**src/rtl/kamacore_hazard_controller.sv**
```systemverilog
// rtl/kamacore_hazard_controller.sv - load-use scoreboard, mem-wait and redirect sequencing for the five-stage pipeline
// Optional KAMACORE_HAZARD_PERF_EN adds stall_cycles/flush_cycles counters.
module kamacore_hazard_controller #(
    parameter int REG_ADDR_WIDTH = 5,
    parameter int FLUSH_CYCLES   = 2
) (
    input  logic                            clk,
    input  logic                            rst,
    input  logic                            id_valid,
    input  logic [REG_ADDR_WIDTH-1:0]       id_rs1,
    input  logic [REG_ADDR_WIDTH-1:0]       id_rs2,
    input  logic                            id_uses_rs1,
    input  logic                            id_uses_rs2,
    input  logic [REG_ADDR_WIDTH-1:0]       id_rd,
    input  logic                            id_write_rd,
    input  logic                            id_memory_read,
    input  logic                            mem_req,
    input  logic                            mem_ready,
    input  logic                            ex_redirect,
    input  logic                            wb_write_register,
    input  logic [REG_ADDR_WIDTH-1:0]       wb_rd,
    output logic                            hold_if,
    output logic                            hold_id,
    output logic                            hold_ex,
    output logic                            hold_mem,
    output logic                            bubble_ex,
    output logic                            flush_if_id,
`ifdef KAMACORE_HAZARD_PERF_EN
    output logic [31:0]                     stall_cycles,
    output logic [31:0]                     flush_cycles,
`endif
    output logic [(1<<REG_ADDR_WIDTH)-1:0]  busy_regs
);
    localparam int         NREGS        = 1 << REG_ADDR_WIDTH;
    localparam logic [3:0] FLUSH_RELOAD = 4'(FLUSH_CYCLES - 1);

    typedef enum logic [1:0] {RUN, WAIT_MEM, FLUSH} state_t;

    state_t           r_state, w_state_nxt;
    logic [3:0]       r_flush_cnt, w_flush_cnt_nxt;
    logic [NREGS-1:0] r_busy, w_busy_nxt, w_wb_clr, w_busy_eff, w_set;
    logic             w_mem_stall, w_hazard, w_issue, w_run_like;
    logic             w_hold_if, w_hold_id, w_hold_ex, w_hold_mem, w_bubble, w_flush;

    // Writeback in this cycle already frees its register for the hazard check
    always_comb begin
        w_wb_clr   = wb_write_register ? (NREGS'(1) << wb_rd) : '0;
        w_busy_eff = r_busy & ~w_wb_clr;
        w_hazard   = id_valid &&
                     ((id_uses_rs1 && (id_rs1 != '0) && w_busy_eff[id_rs1]) ||
                      (id_uses_rs2 && (id_rs2 != '0) && w_busy_eff[id_rs2]));
    end

    assign w_mem_stall = mem_req && !mem_ready;

    always_comb begin
        w_state_nxt     = r_state;
        w_flush_cnt_nxt = r_flush_cnt;
        w_hold_if       = 1'b0;
        w_hold_id       = 1'b0;
        w_hold_ex       = 1'b0;
        w_hold_mem      = 1'b0;
        w_bubble        = 1'b0;
        w_flush         = 1'b0;
        w_run_like      = 1'b0;
        if (w_mem_stall) begin
            w_hold_if   = 1'b1;
            w_hold_id   = 1'b1;
            w_hold_ex   = 1'b1;
            w_hold_mem  = 1'b1;
            w_state_nxt = WAIT_MEM;
        end else if (ex_redirect) begin
            w_flush         = 1'b1;
            w_bubble        = 1'b1;
            w_flush_cnt_nxt = FLUSH_RELOAD;
            w_state_nxt     = (FLUSH_RELOAD != 4'd0) ? FLUSH : RUN;
        end else begin
            case (r_state)
                FLUSH: begin
                    w_flush  = 1'b1;
                    w_bubble = 1'b1;
                    if (r_flush_cnt > 4'd1) begin
                        w_flush_cnt_nxt = r_flush_cnt - 4'd1;
                    end else begin
                        w_flush_cnt_nxt = 4'd0;
                        w_state_nxt     = RUN;
                    end
                end
                WAIT_MEM: begin
                    // A flush interrupted by the memory wait resumes without losing a cycle of squash
                    if (r_flush_cnt != 4'd0) begin
                        w_flush     = 1'b1;
                        w_bubble    = 1'b1;
                        w_state_nxt = FLUSH;
                    end else begin
                        w_run_like  = 1'b1;
                        w_state_nxt = RUN;
                    end
                end
                default: w_run_like = 1'b1;
            endcase
            if (w_run_like && w_hazard) begin
                w_hold_if = 1'b1;
                w_hold_id = 1'b1;
                w_bubble  = 1'b1;
            end
        end
    end

    assign hold_if     = !rst && w_hold_if;
    assign hold_id     = !rst && w_hold_id;
    assign hold_ex     = !rst && w_hold_ex;
    assign hold_mem    = !rst && w_hold_mem;
    assign bubble_ex   = !rst && w_bubble;
    assign flush_if_id = !rst && w_flush;

    assign w_issue = id_valid && !hold_id && !flush_if_id;

    always_comb begin
        w_set = (w_issue && id_memory_read && id_write_rd && (id_rd != '0))
                ? (NREGS'(1) << id_rd) : '0;
        w_busy_nxt    = (r_busy & ~w_wb_clr) | w_set;
        w_busy_nxt[0] = 1'b0;
    end

    always_ff @(posedge clk or posedge rst) begin
        if (rst) begin
            r_state     <= RUN;
            r_flush_cnt <= 4'd0;
            r_busy      <= '0;
        end else begin
            r_state     <= w_state_nxt;
            r_flush_cnt <= w_flush_cnt_nxt;
            r_busy      <= w_busy_nxt;
        end
    end

    assign busy_regs = r_busy;

`ifdef KAMACORE_HAZARD_PERF_EN
    logic [31:0] r_stall_cycles, r_flush_cycles;

    always_ff @(posedge clk or posedge rst) begin
        if (rst) begin
            r_stall_cycles <= 32'd0;
            r_flush_cycles <= 32'd0;
        end else begin
            if (hold_id)     r_stall_cycles <= r_stall_cycles + 32'd1;
            if (flush_if_id) r_flush_cycles <= r_flush_cycles + 32'd1;
        end
    end

    assign stall_cycles = r_stall_cycles;
    assign flush_cycles = r_flush_cycles;
`endif
endmodule

```
**config.mk**
```make
export PLATFORM = sky130hd
export DESIGN_NAME = kamacore_hazard_controller
export DESIGN_NICKNAME = d
export VERILOG_FILES = /design/src/rtl/kamacore_hazard_controller.sv
export SDC_FILE = /design/constraint.sdc
export NUM_CORES = 1
export LEC_CHECK = 0
export CAP_MARGIN = 20
export CORE_MARGIN = 2
export CORE_UTILIZATION = 47
export DETAILED_ROUTE_END_ITERATION = 12
export PLACE_DENSITY = 0.77
export SYNTH_ARGS = -nofsm -noshare
export SYNTH_HDL_FRONTEND = slang
export SYNTH_SLANG_ARGS = --single-unit
```
**constraint.sdc**
```tcl
create_clock -name clk -period 2.12 [get_ports clk]
set_input_delay 0.212 -clock clk [delete_from_list [all_inputs] [get_ports clk]]
set_output_delay 0.212 -clock clk [all_outputs]
set_load 0.005 [all_outputs]
```
==> reports/summary.json <==
{
  "status": "finished with violations",
  "failed_checks": "setup timing",
  "grt_start_max_net_pins": 38,
  "dieArea_sq_mm": 0.00778,
  "floorplan.initialDensity": 0.488,
  "worstHoldPathType": "input port to asynchronous set/reset pin",
  "area_growth_synth_to_finish_pct": 63.3,
  "dominantRegCellSynth": "sky130_fd_sc_hd__dfrtp_1",
  "place.gp.congestion": 1.04,
  "end_kind": "output pin",
  "final_layout_size_suffix_gt1_frac": 0.417,
  "clock_tree_from_tritoncts": "yes",
  "route.met3.wl_mm": 1.24,
  "floorplan_core_area_sq_mm": 0.00683,
  "placementRows": 30,
  "first_global_vias": 4084,
  "grt_first_pass_wirelength_mm": 20.2,
  "ir_worst_vdd_v": 0.000556,
  "syn_nets": 419,
  "drt_wl_total_mm": 13.3,
  "crit_path_top_delay_cell": "sky130_fd_sc_hd__or4_4",
  "timing.final.crit_share": 1.24,
  "worstPathMaxFanout": 3,
  "final-hold-violation-count": 0,
  "insertion_delay_ps": 290,
  "finalClockSkew_ps": 4.42,
  "die_h_um": 88.2,
  "critPathArrivalTime_ps": 2410,
  "via_per_inst": 6.07,
  "io_buffer_count": 67,
  "max-cap-violations": 0,
  "first_iter_violations": 358,
  "crit_required_ps": 1910,
  "fin_hold_ws_ps": 556,
  "top_signal_layer_used": "met4",
  "fin_cells": 674,
  "cell_by_cell_trace_of_the_critical_path": "inv_2, a2111oi_4, nor3_2, or4_4, and3_4, nor3_4, or3_4, buf_6",
  "num-nets-final": 612,
  "die_w_um": 88.2,
  "cts_max_level": 2,
  "count_of_state_elements_after_synthesis": 37,
  "syn-mean-instance-area_sq_um": 8.68,
  "critical_path_class": "flop to output pin",
  "final-setup-viol-count": 34,
  "design_power_total_mw": 2.79,
  "clock_path_buffers": 2,
  "drt_drc_violations_left": 0,
  "final_max_slew_viol_count": 0,
  "drt-wirelength-per-cell_um": 19.8,
  "cpPeakStageDelay_ps": 500,
  "power.density_mw_per_mm2": 513,
  "post_synth_num_cell_types": 74,
  "routedLengthMet1_mm": 5.21,
  "grt_overflow": 0,
  "antenna-diode-count": 0,
  "post-route-worst-setup-slack_ps": -503,
  "clock-sinks": 37,
  "synth_warnings": 0,
  "fillCellCount": 452,
  "area_taken_by_multi_input_logic_gates_sq_mm": 0.00237,
  "netlist_area_sq_mm": 0.00333,
  "async_reset_ff_frac": 1.00,
  "sum_of_net_half_perimeters_after_detailed_placement_mm": 9.89,
  "edff_count_synth": 0,
  "grt_antenna_before_repair": 0,
  "placedCellCount": 653,
  "total_i_o_pin_count": 69,
  "final_min_period_ps": 2620,
  "postCtsHoldBufs": 0,
  "antenna_violating_nets_post_route": 0,
  "grt.total_usage": 0.341,
  "area.sequential_sq_um": 926,
  "detailroute.wirelength.met2_mm": 6.45,
  "fin_tns_setup_ps": -9600,
  "synthCells": 384,
  "leakage_nw": 2.36,
  "clock_tree.root_cell": "sky130_fd_sc_hd__clkbuf_8",
  "start_kind": "flop",
  "vias": 4093,
  "detail_route.first_pass.iterations": 4,
  "cts_buffers": 5,
  "max_freq_mhz": 381,
  "cts.reportedPaths.clkPinSlew_ps": 80,
  "ys_seq_area_frac": 0.278,
  "rsz0062_at_grt": "true"
}
layout by cell type (no fill, tap or decap), drive strengths merged, types with 17 or more instances in the layout:
cell           count
buf              157
o21ai             35
nor2              17
o31ai             30
nand2             34
dfrtp             37
or3               31
clkdlybuf4s50     50
worst paths after layout:
| kind | slack [ps] | to | cells past startpoint | startpoint |
|---|---|---|---|---|
| setup / recovery | -500 | hold_id | 8 | busy_regs[18] |
| hold / removal | 560 | r_flush_cnt[1] | 4 | rst |
| setup reg to reg | -300 | busy_regs[4] | 8 | busy_regs[18] |
| hold reg to reg | 630 | r_flush_cnt[2] | 3 | r_flush_cnt[2] |
| max in group asynchronous | 1230 | busy_regs[26] | 4 | rst |
| min in group clk | 570 | busy_regs[4] | 5 | wb_rd[1] |
through the flow:
stage	utilization	worst slack (ps)	instance area [sq um]
floorplan	-	-178	3400
global placement	0.734	-1240	5010
detailed placement	0.734	-1220	5010
CTS	0.790	-462	5400
global route	0.797	-542	5440
finish	0.797	-503	5440
routing by layer:
layer	GRT usage	up-vias
li1	-	1848
met1	0.426	1950
met2	0.589	242
met3	0.0650	53
met4	0.117	0
met5	0	-
registers in the layout (all words and copies together) (netlist names):
signal and count:
r_flush_cnt 4, busy_regs 31, r_state 2
layout make-up:
type	instances	area share
clock buffers	5	0.0126
repair buffers	217	0.339
flip-flops and latches	37	0.170
multi-input cells	303	0.435
well taps	96	0.0221
inverters	13	0.00897
clock inverters	3	0.0120
logic make-up (layout without fill, tap and decap cells):
group	count (synthesis)	after routing	share of synthesized area
muxes	14	14	0.0473
xor gates and xnor gates	3	3	0.00789
DFF	37	37	0.278
other	1	1	0.00113
AOI/OAI and AO/OA	129	129	0.308
adders and majority gates	4	4	0.0150
and+or+nand+nor	152	152	0.270
buffers and inverters	44	238	0.0725
repair_timing:
| item | CTS | global route |
|---|---|---|
| gates cloned | 1 | 0 |
| buffers inserted | 13 | 3 |
| endpoints found under the setup margin | 35 | 35 |
| resized for setup | 86 | 15 |
| pin swaps | 18 | 6 |
worst max-delay path: cells and delay by family, from the launching register on:
family	cells	cell delay (ps)
AO/OA/AOI/OAI	1	340
buffers and inverters	2	160
AND/OR/NAND/NOR	5	1180
flip-flops	1	430
synth_stat cells, drive strengths merged, types with 4 or more instances:
| cell | number | area (sq um) |
|---|---|---|
| dfrtp | 37 | 926 |
| o21ai | 35 | 175 |
| nand2 | 34 | 128 |
| or3 | 31 | 194 |
| o31ai | 30 | 325 |
| buf | 21 | 154 |
| nor2 | 17 | 71.3 |
| a21oi | 13 | 65.1 |
| inv | 13 | 48.8 |
| nor3 | 13 | 76.3 |
| nand2b | 11 | 68.8 |
| clkbuf | 10 | 38.8 |
| mux2i | 9 | 90.1 |
| nor2b | 8 | 50.1 |
| nand3 | 7 | 35.0 |
| a2111oi | 6 | 77.6 |
| o211ai | 6 | 50.1 |
| a21boi | 4 | 30.0 |
| a311oi | 4 | 35.0 |
| ha | 4 | 50.1 |
| mux2 | 4 | 45.0 |
| nand4b | 4 | 41.3 |
| o2111ai | 4 | 41.3 |
| o211a | 4 | 40.0 |
report_power, final:
part / internal [mW] / total, mW / switching (mW)
clock: 0.467 / 0.734 / 0.267
sequential: 0.780 / 0.851 / 0.0709
combinational: 0.654 / 1.21 / 0.554
total: 1.90 / 2.79 / 0.892
No activity file was read; power rests on OpenSTA's default activity.
